===== src/rtl/uart_pkg.sv =====
// Shared UART definitions: parity encodings, receiver FSM states and the baud divisor.
package uart_pkg;
  localparam int PAR_NONE = 0;
  localparam int PAR_ODD  = 1;
  localparam int PAR_EVEN = 2;

  typedef enum logic [2:0] {
    IDLE,
    START,
    DATA,
    PARITY,
    STOP,
    WAIT_IDLE
  } rx_state_t;

  // Rounded clocks-per-bit; 217 for 25 MHz / 115200.
  function automatic int uart_div(input int clk_hz, input int baud);
    return (clk_hz + baud / 2) / baud;
  endfunction
endpackage


===== src/rtl/sync_fifo.sv =====
// First-word-fall-through FIFO: head data is combinational from storage, zero while empty.
// A write while full is ignored unless a read frees the slot in the same cycle.
module sync_fifo #(
  parameter int WIDTH = 9,
  parameter int DEPTH = 16
) (
  input  logic                     clock,
  input  logic                     reset,
  input  logic                     wr_vld,
  input  logic [WIDTH-1:0]         wr_dat,
  input  logic                     rd_rdy,
  output logic                     rd_vld,
  output logic [WIDTH-1:0]         rd_dat,
  output logic                     full,
  output logic [$clog2(DEPTH):0]   level
);
  localparam int AW = $clog2(DEPTH);

  logic [WIDTH-1:0] mem [DEPTH];
  logic [AW:0]      wptr;
  logic [AW:0]      rptr;
  logic             do_rd;
  logic             do_wr;

  // Pointers carry one extra bit so full and empty stay distinguishable.
  assign level  = wptr - rptr;
  assign rd_vld = (wptr != rptr);
  assign full   = (level == (AW+1)'(DEPTH));
  assign do_rd  = rd_vld & rd_rdy;
  assign do_wr  = wr_vld & (~full | do_rd);
  assign rd_dat = rd_vld ? mem[rptr[AW-1:0]] : '0;

  always_ff @(posedge clock or posedge reset) begin
    if (reset) begin
      wptr <= '0;
      rptr <= '0;
    end else begin
      if (do_wr) wptr <= wptr + 1'b1;
      if (do_rd) rptr <= rptr + 1'b1;
    end
  end

  always_ff @(posedge clock) begin
    if (do_wr) mem[wptr[AW-1:0]] <= wr_dat;
  end
endmodule


===== src/rtl/uart_rx_fifo.sv =====
// UART receiver (2-flop synchroniser, mid-bit sampling) buffering {perr, data} in a FWFT FIFO.
// m_valid rises one cycle after the last stop sample; a full FIFO drops the character and pulses overflow.
module uart_rx_fifo
  import uart_pkg::*;
#(
  parameter int CLK_HZ     = 25000000,
  parameter int BAUD       = 115200,
  parameter int DATA_BITS  = 8,
  parameter int PARITY     = 0,
  parameter int STOP_BITS  = 1,
  parameter int FIFO_DEPTH = 16
) (
  input  logic                          clock,
  input  logic                          reset,
  input  logic                          rxd,
  input  logic                          en,
  output logic                          m_valid,
  input  logic                          m_ready,
  output logic [7:0]                    m_data,
  output logic                          m_perr,
  output logic                          frame_err,
  output logic                          overflow,
  output logic [$clog2(FIFO_DEPTH):0]   level,
  output logic                          busy
);
  localparam int DIV   = uart_div(CLK_HZ, BAUD);
  localparam int CNT_W = $clog2(DIV + 1);
  // Expiry is the cycle the counter sits at zero, so a reload of DIV-1 spaces samples DIV apart.
  localparam logic [CNT_W-1:0] CNT_HALF = CNT_W'(DIV / 2);
  localparam logic [CNT_W-1:0] CNT_BIT  = CNT_W'(DIV - 1);

  rx_state_t            state;
  logic                 rx_meta;
  logic                 rxs;
  logic [CNT_W-1:0]     baud_cnt;
  logic [3:0]           bit_cnt;
  logic [DATA_BITS-1:0] shreg;
  logic                 perr;
  logic                 par_exp;
  logic                 tick;
  logic                 push_vld;
  logic [8:0]           push_dat;
  logic [8:0]           head_dat;
  logic                 fifo_full;

  always_ff @(posedge clock or posedge reset) begin
    if (reset) begin
      rx_meta <= 1'b1;
      rxs     <= 1'b1;
    end else begin
      rx_meta <= rxd;
      rxs     <= rx_meta;
    end
  end

  assign tick    = (baud_cnt == '0);
  assign par_exp = (PARITY == PAR_ODD) ? ~^shreg : ^shreg;
  assign busy    = (state != IDLE);

  always_ff @(posedge clock or posedge reset) begin
    if (reset) begin
      state     <= IDLE;
      baud_cnt  <= '0;
      bit_cnt   <= '0;
      shreg     <= '0;
      perr      <= 1'b0;
      push_vld  <= 1'b0;
      push_dat  <= '0;
      frame_err <= 1'b0;
    end else begin
      push_vld  <= 1'b0;
      frame_err <= 1'b0;
      if (state != IDLE && !en) begin
        state   <= IDLE;
        bit_cnt <= '0;
      end else begin
        if (!tick) baud_cnt <= baud_cnt - 1'b1;
        case (state)
          IDLE: begin
            if (en && !rxs) begin
              baud_cnt <= CNT_HALF;
              state    <= START;
            end
          end
          START: begin
            if (tick) begin
              if (!rxs) begin
                baud_cnt <= CNT_BIT;
                bit_cnt  <= '0;
                perr     <= 1'b0;
                state    <= DATA;
              end else begin
                state <= IDLE;
              end
            end
          end
          DATA: begin
            if (tick) begin
              shreg    <= {rxs, shreg[DATA_BITS-1:1]};
              baud_cnt <= CNT_BIT;
              if (bit_cnt == 4'(DATA_BITS - 1)) begin
                bit_cnt <= '0;
                state   <= (PARITY != PAR_NONE) ? uart_pkg::PARITY : STOP;
              end else begin
                bit_cnt <= bit_cnt + 1'b1;
              end
            end
          end
          uart_pkg::PARITY: begin
            if (tick) begin
              perr     <= rxs ^ par_exp;
              baud_cnt <= CNT_BIT;
              state    <= STOP;
            end
          end
          STOP: begin
            if (tick) begin
              baud_cnt <= CNT_BIT;
              if (!rxs) begin
                frame_err <= 1'b1;
                bit_cnt   <= '0;
                state     <= WAIT_IDLE;
              end else if (bit_cnt == 4'(STOP_BITS - 1)) begin
                push_vld <= 1'b1;
                push_dat <= {perr, 8'(shreg)};
                bit_cnt  <= '0;
                state    <= IDLE;
              end else begin
                bit_cnt <= bit_cnt + 1'b1;
              end
            end
          end
          WAIT_IDLE: begin
            if (rxs) state <= IDLE;
          end
          default: state <= IDLE;
        endcase
      end
    end
  end

  sync_fifo #(
    .WIDTH (9),
    .DEPTH (FIFO_DEPTH)
  ) u_fifo (
    .clock  (clock),
    .reset  (reset),
    .wr_vld (push_vld),
    .wr_dat (push_dat),
    .rd_rdy (m_ready),
    .rd_vld (m_valid),
    .rd_dat (head_dat),
    .full   (fifo_full),
    .level  (level)
  );

  assign m_data = head_dat[7:0];
  assign m_perr = head_dat[8];

  // A same-cycle pop makes room, so only an unrelieved full drops the character.
  always_ff @(posedge clock or posedge reset) begin
    if (reset) overflow <= 1'b0;
    else       overflow <= push_vld & fifo_full & ~(m_valid & m_ready);
  end
endmodule


===== config.mk =====
export PLATFORM = sky130hd
export DESIGN_NAME = uart_rx_fifo
export DESIGN_NICKNAME = d
export VERILOG_FILES = /design/src/rtl/uart_pkg.sv /design/src/rtl/sync_fifo.sv /design/src/rtl/uart_rx_fifo.sv
export SDC_FILE = /design/constraint.sdc
export NUM_CORES = 1
export LEC_CHECK = 0
export ABC_CLOCK_PERIOD_IN_PS = 6860
export BUFFER_PORTS_ARGS = -buffer_cell sky130_fd_sc_hd__buf_2
export CORE_MARGIN = 2
export CORE_UTILIZATION = 50
export DETAILED_ROUTE_END_ITERATION = 10
export PLACE_DENSITY = 0.67
export SYNTH_ARGS = -nofsm -noshare
export SYNTH_HDL_FRONTEND = slang
export SYNTH_SLANG_ARGS = --single-unit

===== constraint.sdc =====
create_clock -name clock -period 6.86 [get_ports clock]
set_clock_uncertainty 0.2 [all_clocks]
set_input_delay 0.686 -clock clock [delete_from_list [all_inputs] [get_ports clock]]
set_output_delay 0.686 -clock clock [all_outputs]
set_load 0.03 [all_outputs]

=== Word level (Yosys, flattened, before mapping) ===
Memory sizes are Yosys's and may differ from the RTL's.
Cells that the tools add are included.

* Register bits after elaboration: 48
* Memory bits (writable): 144
* Output and inout bits: 18
* Word-level logic and storage cells: 108
* Memories: 1

* Add/sub/neg operators: 5
* Eq/ne operators: 20
* Multiplexer cells: 43
* Bitwise operators: 9
* Reduce and logical (&&, ||, !) cells: 17

{| class="wikitable"
|+ Memories
! name !! depth !! bits a word !! read ports !! clocked after Yosys merged registers in !! wr ports !! line !! source
|-
| u_fifo.mem || 16 || 9 || 1 || 0 || 1 || sync_fifo.sv:19 || <nowiki>logic [WIDTH-1:0] mem [DEPTH];</nowiki>
|}

{| class="wikitable"
|+ Operator list
! operator !! count
|-
| $mux W8 || 5
|-
| $mux W4 || 8
|-
| $mux W3 || 10
|-
| $ne A3 B3 Y1 const B || 8
|-
| $pmux W8 S3 || 1
|-
| $pmux W3 S6 || 1
|-
| $reduce_and A5 Y1 || 3
|-
| $mux W1 || 14
|-
| $pmux W4 S3 || 1
|-
| $add A5 B1 Y5 const B || 2
|-
| $mux W9 || 1
|-
| $logic_not A8 Y1 || 1
|-
| $reduce_and A8 Y1 || 1
|-
| $reduce_xor A8 Y1 || 1
|-
| $sub A8 B1 Y8 const B || 1
|-
| $eq A3 B2 Y1 const B || 2
|-
| $eq A3 B3 Y1 const B || 2
|-
| $ne A2 B2 Y1 const B || 3
|-
| $eq A5 B5 Y1 const B || 1
|-
| $ne A5 B5 Y1 || 1
|-
| $sub A5 B5 Y5 || 1
|-
| $add A4 B1 Y4 const B || 1
|-
| $and A1 B1 Y1 || 4
|-
| $eq A4 B3 Y1 const B || 1
|-
| 16 further kinds || 20
|}

=== Longest topological paths before layout ===
Gate-level depths: netlist of the first run.

* Word-level depth: 7
* Mapped depth: 12

=== By module ===
From an unflattened synthesis of the first run, not the netlist that was laid out.

* Cells, all modules: 534
* Area, all modules: 8439.3 um^2

{| class="wikitable"
|+ By module, submodules not included
! module !! instances !! cells an instance !! area each (um^2) !! seq. area each (um^2)
|-
| sync_fifo || 1 || 329 || 6311.1 || 4574.4
|-
| uart_rx_fifo || 1 || 205 || 2128.3 || 953.4
|}

=== Worst setup path after synthesis of the first run ===
Ideal clock, no wire load.

* Path type: register to register
* From: register u_fifo.rptr[1]
* To: memory u_fifo.mem[3][0] (enable)
* Setup time: 0.387 ns
* Arrival time: 3.015 ns
* Slack: 3.258 ns
* Cell stages (with the launch flop): 10
* Buffers on the path: 2
* Clock period less this slack: 3.602 ns
* Cells stage by stage: dfrtp_1 -> clkbuf_1 -> buf_1 -> inv_1 -> ha_1 -> nand3b_1 -> and3b_1 -> o211ai_1 -> o211ai_1 -> nor3_1

* Word-level cells in the longest chain between the ends: 7
* Elaborated cells between the ends (all ways): 9

{| class="wikitable"
|+ Ends and longest elaborated chain
! item !! line !! source
|-
| start: declaration || sync_fifo.sv:21 || <nowiki>logic [AW:0] rptr;</nowiki>
|-
| start signal: assignment || sync_fifo.sv:39 || <nowiki>if (do_rd) rptr <= rptr + 1'b1;</nowiki>
|-
| $sub A5 B5 Y5 || sync_fifo.sv:26 || <nowiki>assign level = wptr - rptr;</nowiki>
|-
| $eq A5 B5 Y1 || sync_fifo.sv:28 || <nowiki>assign full = (level == (AW+1)'(DEPTH));</nowiki>
|-
| $not A1 Y1 || sync_fifo.sv:30 || <nowiki>assign do_wr = wr_vld & (~full | do_rd);</nowiki>
|-
| $or A1 B1 Y1 (*) || sync_fifo.sv:30 ||
|-
| $and A1 B1 Y1 (*) || sync_fifo.sv:30 ||
|-
| $mux W1 (*) || sync_fifo.sv:44 || <nowiki>if (do_wr) mem[wptr[AW-1:0]] <= wr_dat;</nowiki>
|-
| $mux W1 (implied by the code) (*) || sync_fifo.sv:44 ||
|-
| end: declaration || sync_fifo.sv:19 ||
|}

Mark *: on every way between the ends. The rest lies on a longest branch, timed or not.

=== Worst setup path in the final report of the first run ===
* From: register u_fifo.rptr[0]
* To: memory u_fifo.mem[3][7] (enable)

The elaborated chain is that of the path after synthesis.

==> results of run 1 <==
## cells by family after synthesis
group,Yosys count
AO/OA/AOI/OAI,65
XOR/XNOR,19
adder cells (fa/ha/maj),14
buffers and inverters,41
flip-flops,192
multiplexers,63
AND/OR/NAND/NOR,117
## power groups by stage
stage               Sequential (mW)  Clock (mW)  Combinational, mW
finish                         1.33       0.961              0.871
global route                   1.33        1.03              0.940
CTS                            1.33       0.979              0.884
detailed placement             1.35           0              0.882
global placement               1.35           0              0.866
floorplan                      1.33           0              0.682
## layer usage
metal,up-vias,routed length (um),GRT usage (%)
met5,-,0,0
met4,0,221,6.57
met3,22,918,4.37
met2,137,8320,32.0
met1,2351,6740,26.0
li1,2046,-,-
## per-stage QoR
| step | worst slack (ns) | util, % |
|---|---|---|
| floorplan | 3.26 | - |
| global placement | 2.62 | 52.7 |
| detailed placement | 2.44 | 52.7 |
| CTS | 2.41 | 56.3 |
| global route | 2.19 | 56.3 |
| finish | 2.46 | 56.3 |
## synth_stat cells (5+ instances only)
master / number / area, um^2
sky130_fd_sc_hd__nand2b_1: 9 / 56.3
sky130_fd_sc_hd__xnor2_1: 16 / 140
sky130_fd_sc_hd__mux2_2: 16 / 180
sky130_fd_sc_hd__mux4_2: 45 / 1010
sky130_fd_sc_hd__nor2b_1: 15 / 93.8
sky130_fd_sc_hd__clkbuf_1: 15 / 56.3
sky130_fd_sc_hd__inv_1: 17 / 63.8
sky130_fd_sc_hd__dfrtp_1: 46 / 1150
sky130_fd_sc_hd__ha_1: 13 / 163
sky130_fd_sc_hd__o211ai_1: 7 / 52.6
sky130_fd_sc_hd__o21ai_0: 19 / 95.1
sky130_fd_sc_hd__a31oi_1: 5 / 31.3
sky130_fd_sc_hd__nand2_1: 18 / 67.6
sky130_fd_sc_hd__a21oi_1: 9 / 45.0
sky130_fd_sc_hd__edfxtp_1: 144 / 4320
sky130_fd_sc_hd__nor3_1: 15 / 75.1
sky130_fd_sc_hd__nor2_1: 32 / 120
## cell type report
class	count	area share [%]
repair buffers	26	1.52
flip-flops and latches	192	59.9
multi-input cells	278	28.6
clock inverters	15	1.64
clock buffers	17	4.61
well taps	220	2.98
inverters	19	0.773
## flip-flops by register name, indices dropped and copies added, names as in the netlist
name,flops
overflow,1
rxs,1
baud_cnt,8
push_vld,1
frame_err,1
u_fifo.wptr,5
rx_meta,1
push_dat,9
bit_cnt,4
state,3
perr,1
u_fifo.rptr,5
shreg,8
u_fifo.mem,144
## final timing paths
kind	cells after the start	slack [ns]	end
max in group asynchronous	2	5.49	u_fifo.rptr[0]
min in group asynchronous	2	0.29	state[0]
hold reg to reg	0	0.16	rxs
hold / removal	1	0.15	rx_meta
setup reg to reg	8	2.46	u_fifo.mem[3][7]
setup / recovery	8	2.46	u_fifo.mem[3][7]
==> out/metrics.yaml, run 1 <==
outcome: "completed"
final_cell_mix: "144 x sky130_fd_sc_hd__edfxtp_1, 45 x sky130_fd_sc_hd__mux4_2, 45 x sky130_fd_sc_hd__dfrtp_1, 32 x sky130_fd_sc_hd__nor2_1, 22 x sky130_fd_sc_hd__buf_2"
post_route_drc_violation_count: 0
num_antenna_cells: 0
cts_hold_buffers: 0
critical_path_launch_point: "u_fifo.rptr[0]"
skew_pair_late_insertion_delay_ns: 0.43
num_vias: 4556
tritoncts_num_sinks: 192
area_growth_from_synthesis_to_final_layout_pct: 10.9
floorplan.die.width_um: 133
antenna_violations_before_repair: 0
area_of_the_multi_input_gates_um2: 2640
synth_cell_type_count: 56
first_global_vias: 4622
finalCriticalPeriod_ns: 4.40
yosys_most_used_dff: "sky130_fd_sc_hd__edfxtp_1"
chain_of_cells_forming_the_critical_path: "buf_4 -> ha_1 -> fa_1 -> nand2b_1 -> a21oi_1 -> xor2_1 -> o211ai_1 -> nor3_1"
relSlewSlack_pct: 11.5
finalHoldViolCount: 0
required_time_worst_endpoint_ns: 6.70
synth_warnings: 0
cts_max_path_buffers: 2
synthesis.area_um2: 8330
worstReg2RegStart: "u_fifo.rptr[0]"
cellInternalPower_mw: 2.16
final_layout_size_suffix_gt1_share_pct: 23.9
grt_use_total_pct: 19.5
total_power_mw: 3.16
routed_via_density: 5.94
tritoncts: "built"
holdWs_ns: 0.146
io_pins: 23
grt_first_pass_wirelength_um: 25700
asyncSetResetFlopFracSynth_pct: 25.0
chipHeight_um: 133
initial_utilization_pct: 50.7
crit_path_end_kind: "register"
nets: 553
synth_xor_xnor_area_share_pct: 2.00
drtIter0Drc: 352
synth-compound-area-share_pct: 5.31
post_cts.repair.setup_buffers: 0
synth-simple-area-share_pct: 7.59
grt_setup_unrepaired: "false"
antenna_violating_nets_post_route: 0
origin_of_the_worst_min_delay_path: "rxd"
final_design_area_no_fill_um2: 9230
setup_viol: 0
placedInstanceArea_um2: 8650
cts_inserted_buffers: 17
route.final.wire_length_um: 16200
synth-seq-area-share_pct: 66.4
gp_congestion: 0.856
final-instance-count-excl-fill: 767
crit_path_max_cell_delay_ns: 1.06
syn_inst: 511
number_of_enable_type_register_cells_in_the_synthesized_netlist: 144
design.core.area_um2: 16400
power.sequential.fraction_pct: 42.0
yosys_register_bits: 192
worstPathBufferInverterCount: 1
pwr-share-comb_pct: 27.6
post_synth_mux_area_share_pct: 14.6
clock.fmax_ghz: 0.227
regArea_um2: 5530
dp_hpwl_um: 10700
placement_rows: 47
power.share.clock_pct: 30.4
cp-start-kind: "register"
net-switching-power_mw: 1.00
layout_worst_path_cycle_share_pct: 64.1
synth.net_count: 530
die_area_um2: 17700
detail_route.wl_per_cell_um: 21.1
worst_hold_path_type: "input port to register"
synth-adder-area-share_pct: 2.19
number_of_filler_instances_in_the_final_layout: 1263
h-tree-depth: 4
synthesis.area_per_instance_um2: 16.3
synth_top_family_by_area: "multiplexers"
drt-pass1-iter-count: 5
layout.cells.most_common: "sky130_fd_sc_hd__edfxtp_1"
power_density_nw_per_um2: 342
switching_share_pct: 31.7
critical-path-slowest-cell: "sky130_fd_sc_hd__nor3_1"
timing.critical_path.arrival_ns: 4.24
worst_ir_drop_on_vdd_uv: 239
classification_of_the_worst_setup_path: "register to register"
clk_pin_slew_ns: 0.07
setup_total_negative_slack_ns: 0
slew_viol_final: 0
total_leakage_power_nw: 3.43
maxCapViolCount: 0
timing.critical_path.fanout_max: 40
path_delay_family: "simple AND/OR/NAND/NOR gates"
actual_transition_at_the_worst_max_transition_pin_ns: 1.32
maximum_number_of_pins_on_one_net_before_global_route_repair: 49
place.port_buffers: 22
cts_resized: 0
place_inst: 735
clock-root-buffer: "sky130_fd_sc_hd__clkbuf_16"
global_route.overflow_total: 0
Power figures use the tool's default switching activity.
==> inputs of run 2 (changes only) <==
ABC_CLOCK_PERIOD_IN_PS = 3600   (was 6860)
PLACE_DENSITY = 0.7   (was 0.67)
clock period = 3.6 ns   (was 6.86 ns; I/O delays follow)
==> run 2 against run 1 <==
Against the previous run: worst hold slack worse by 0.076 ns; design area is 2.3% higher; global-route usage is 0.37 points lower; sequential power is 89% higher; sequential cell count stayed put; non-clock buffer count is 19 higher; critical endpoint is now m_data[3]; first-iteration DRC count is 28% higher; clock-buffer cell count is 1 higher; wire length is 3.0% lower; utilization is 1.3 points higher; setup slack worse by 2.2 ns.
==> out/metrics.yaml, run 2 (same netlist as run 1, synthesis figures left out) <==
cellInternalPower_mw: 4.28  # +98%
place.port_buffers: 22  # unchanged
maximum_number_of_pins_on_one_net_before_global_route_repair: 49  # unchanged
die_area_um2: 17700  # unchanged
power.sequential.fraction_pct: 40.7  # -1.3 points
tritoncts: "built"
global_route.overflow_total: 0  # unchanged
post-route-worst-setup-slack_ns: 0.302  # -2.16 ns
relSlewSlack_pct: 31.9  # +20 points
grt_first_pass_wirelength_um: 25600  # -0.59%
dp_hpwl_um: 10600  # -0.69%
num_vias: 4628  # +1.6%
design.core.area_um2: 16400  # unchanged
chain_of_cells_forming_the_critical_path: "buf_6 -> mux4_2 -> mux4_2 -> nor2b_1 -> buf_2"
net-switching-power_mw: 1.91  # +90%
grt_setup_unrepaired: "false"
required_time_worst_endpoint_ns: 3.04  # -3.66 ns
setup_total_negative_slack_ns: 0  # unchanged
antenna_violating_nets_post_route: 0  # unchanged
clk_pin_slew_ns: 0.07  # about the same
total_leakage_power_nw: 3.57  # +4.1%
initial_utilization_pct: 50.7  # unchanged
grt_use_total_pct: 19.1  # -0.37 points
route.final.wire_length_um: 15700  # -3.0%
chipHeight_um: 133  # unchanged
num_antenna_cells: 0  # unchanged
setup_viol: 0  # unchanged
maxCapViolCount: 0  # unchanged
slew_viol_final: 0  # unchanged
drt-pass1-iter-count: 5  # unchanged
worst_ir_drop_on_vdd_uv: 388  # +62%
switching_share_pct: 30.9  # -0.87 points
skew_pair_late_insertion_delay_ns: 0.43  # about the same
largest_reg_flops: 144  # unchanged
place_inst: 752  # +2.3%
power.share.clock_pct: 31.8  # +1.4 points
cts_inserted_buffers: 17  # unchanged
critical-path-slowest-cell: "sky130_fd_sc_hd__mux4_2"
detail_route.wl_per_cell_um: 20.0  # -5.2%
finalHoldViolCount: 0  # unchanged
tritoncts_num_sinks: 192  # unchanged
actual_transition_at_the_worst_max_transition_pin_ns: 1.02  # -0.297 ns
drtIter0Drc: 452  # +28%
crit_path_max_cell_delay_ns: 0.62  # -0.44 ns
final_cell_mix: "144 x sky130_fd_sc_hd__edfxtp_1, 45 x sky130_fd_sc_hd__mux4_2, 45 x sky130_fd_sc_hd__dfrtp_1, 32 x sky130_fd_sc_hd__nor2_1, 22 x sky130_fd_sc_hd__buf_2"
clock.fmax_ghz: 0.303
area_growth_from_synthesis_to_final_layout_pct: 13.5
classification_of_the_worst_setup_path: "register to primary output"
final-instance-count-excl-fill: 785  # +2.3%
floorplan.die.width_um: 133  # unchanged
clock-root-buffer: "sky130_fd_sc_hd__clkbuf_16"
post_route_drc_violation_count: 0  # unchanged
nets: 572  # +3.4%
crit_path_end_kind: "primary output"
final_layout_size_suffix_gt1_share_pct: 26.4  # +2.4 points
worst_hold_path_type: "input port to register"
place_worst_setup_slack_ns: 0.323  # -2.12 ns
critPathMostFrequentCell: "sky130_fd_sc_hd__mux4_2"
cts_max_path_buffers: 2  # unchanged
cp-start-kind: "register"
antenna_violations_before_repair: 0  # unchanged
power_density_nw_per_um2: 655  # +91%
timing.critical_path.arrival_ns: 2.74  # -1.50 ns
finalCriticalPeriod_ns: 3.30
timing.critical_path.fanout_max: 39  # -2.5%
holdWs_ns: 0.0698  # -0.0760 ns
outcome: "completed"
pwr-share-comb_pct: 27.5  # about the same
placement_rows: 47  # unchanged
layout.cells.most_common: "sky130_fd_sc_hd__edfxtp_1"
post_cts.repair.setup_buffers: 0  # unchanged
gp_congestion: 0.804  # -6.1%
io_pins: 23  # unchanged
routed_via_density: 5.90  # -0.75%
first_global_vias: 4631  # +0.19%
layout_worst_path_cycle_share_pct: 91.6
h-tree-depth: 4  # unchanged
## run 2: path summary, 6_finish.rpt
path                           startpoint  slack (ns)          endpoint  cells past startpoint
max                        u_fifo.rptr[0]        0.30         m_data[3]                      5
min                                    en        0.07       baud_cnt[1]                      2
max reg2reg                u_fifo.wptr[0]        0.41  u_fifo.mem[0][1]                      9
min reg2reg                       rx_meta        0.16               rxs                      0
max in group asynchronous           reset        2.01    u_fifo.rptr[0]                      3
min in group asynchronous           reset        0.51    u_fifo.rptr[2]                      3
## run 2: final cells by class
| class | instances | area [um^2] |
|---|---|---|
| multi-input combinational | 278 | 2650 |
| inverter | 19 | 71.3 |
| fill | 1254 | 6960 |
| clock inverter | 13 | 199 |
| clock buffer | 18 | 429 |
| timing repair buffer | 45 | 292 |
| sequential | 192 | 5530 |
| tap | 220 | 275 |
## run 2: through the flow
step | utilization [%] | cell area (um^2) | power, mW
after floorplan | - | 8330 | 3.83
after global placement | 53.6 | 8790 | 4.23
after detailed placement | 53.6 | 8790 | 4.26
after CTS | 57.5 | 9440 | 6.23
after global routing | 57.6 | 9450 | 6.43
final | 57.6 | 9450 | 6.19
## run 2: layer usage
metal	vias to the layer above	routed length, um	GRT usage, %
met5	-	0	0
met2	137	8110	31.7
met1	2376	6760	25.7
li1	2089	-	-
met3	26	648	3.87
met4	0	199	5.97
## run 2: power groups by stage
stage | combinational [mW] | clock (mW) | sequential (mW)
4_1_cts | 1.71 | 2.01 | 2.51
3_5_place_dp | 1.71 | 0 | 2.56
5_1_grt | 1.82 | 2.08 | 2.53
3_3_place_gp | 1.67 | 0 | 2.55
6_report | 1.70 | 1.97 | 2.52
2_1_floorplan | 1.30 | 0 | 2.53
## run 2: critical path: cells and delay by family, from the launching register on
kind                   cells  cell delay [ns]
multiplexers               2             1.12
buffers and inverters      2             0.61
flip-flops                 1             0.38
AND/OR/NAND/NOR            1             0.15
## run 2: timing repair
action	in CTS	in global routing
hold buffers	2	0
setup endpoints to repair	0	3
hold endpoints to repair	5	0
gates resized for setup	0	2
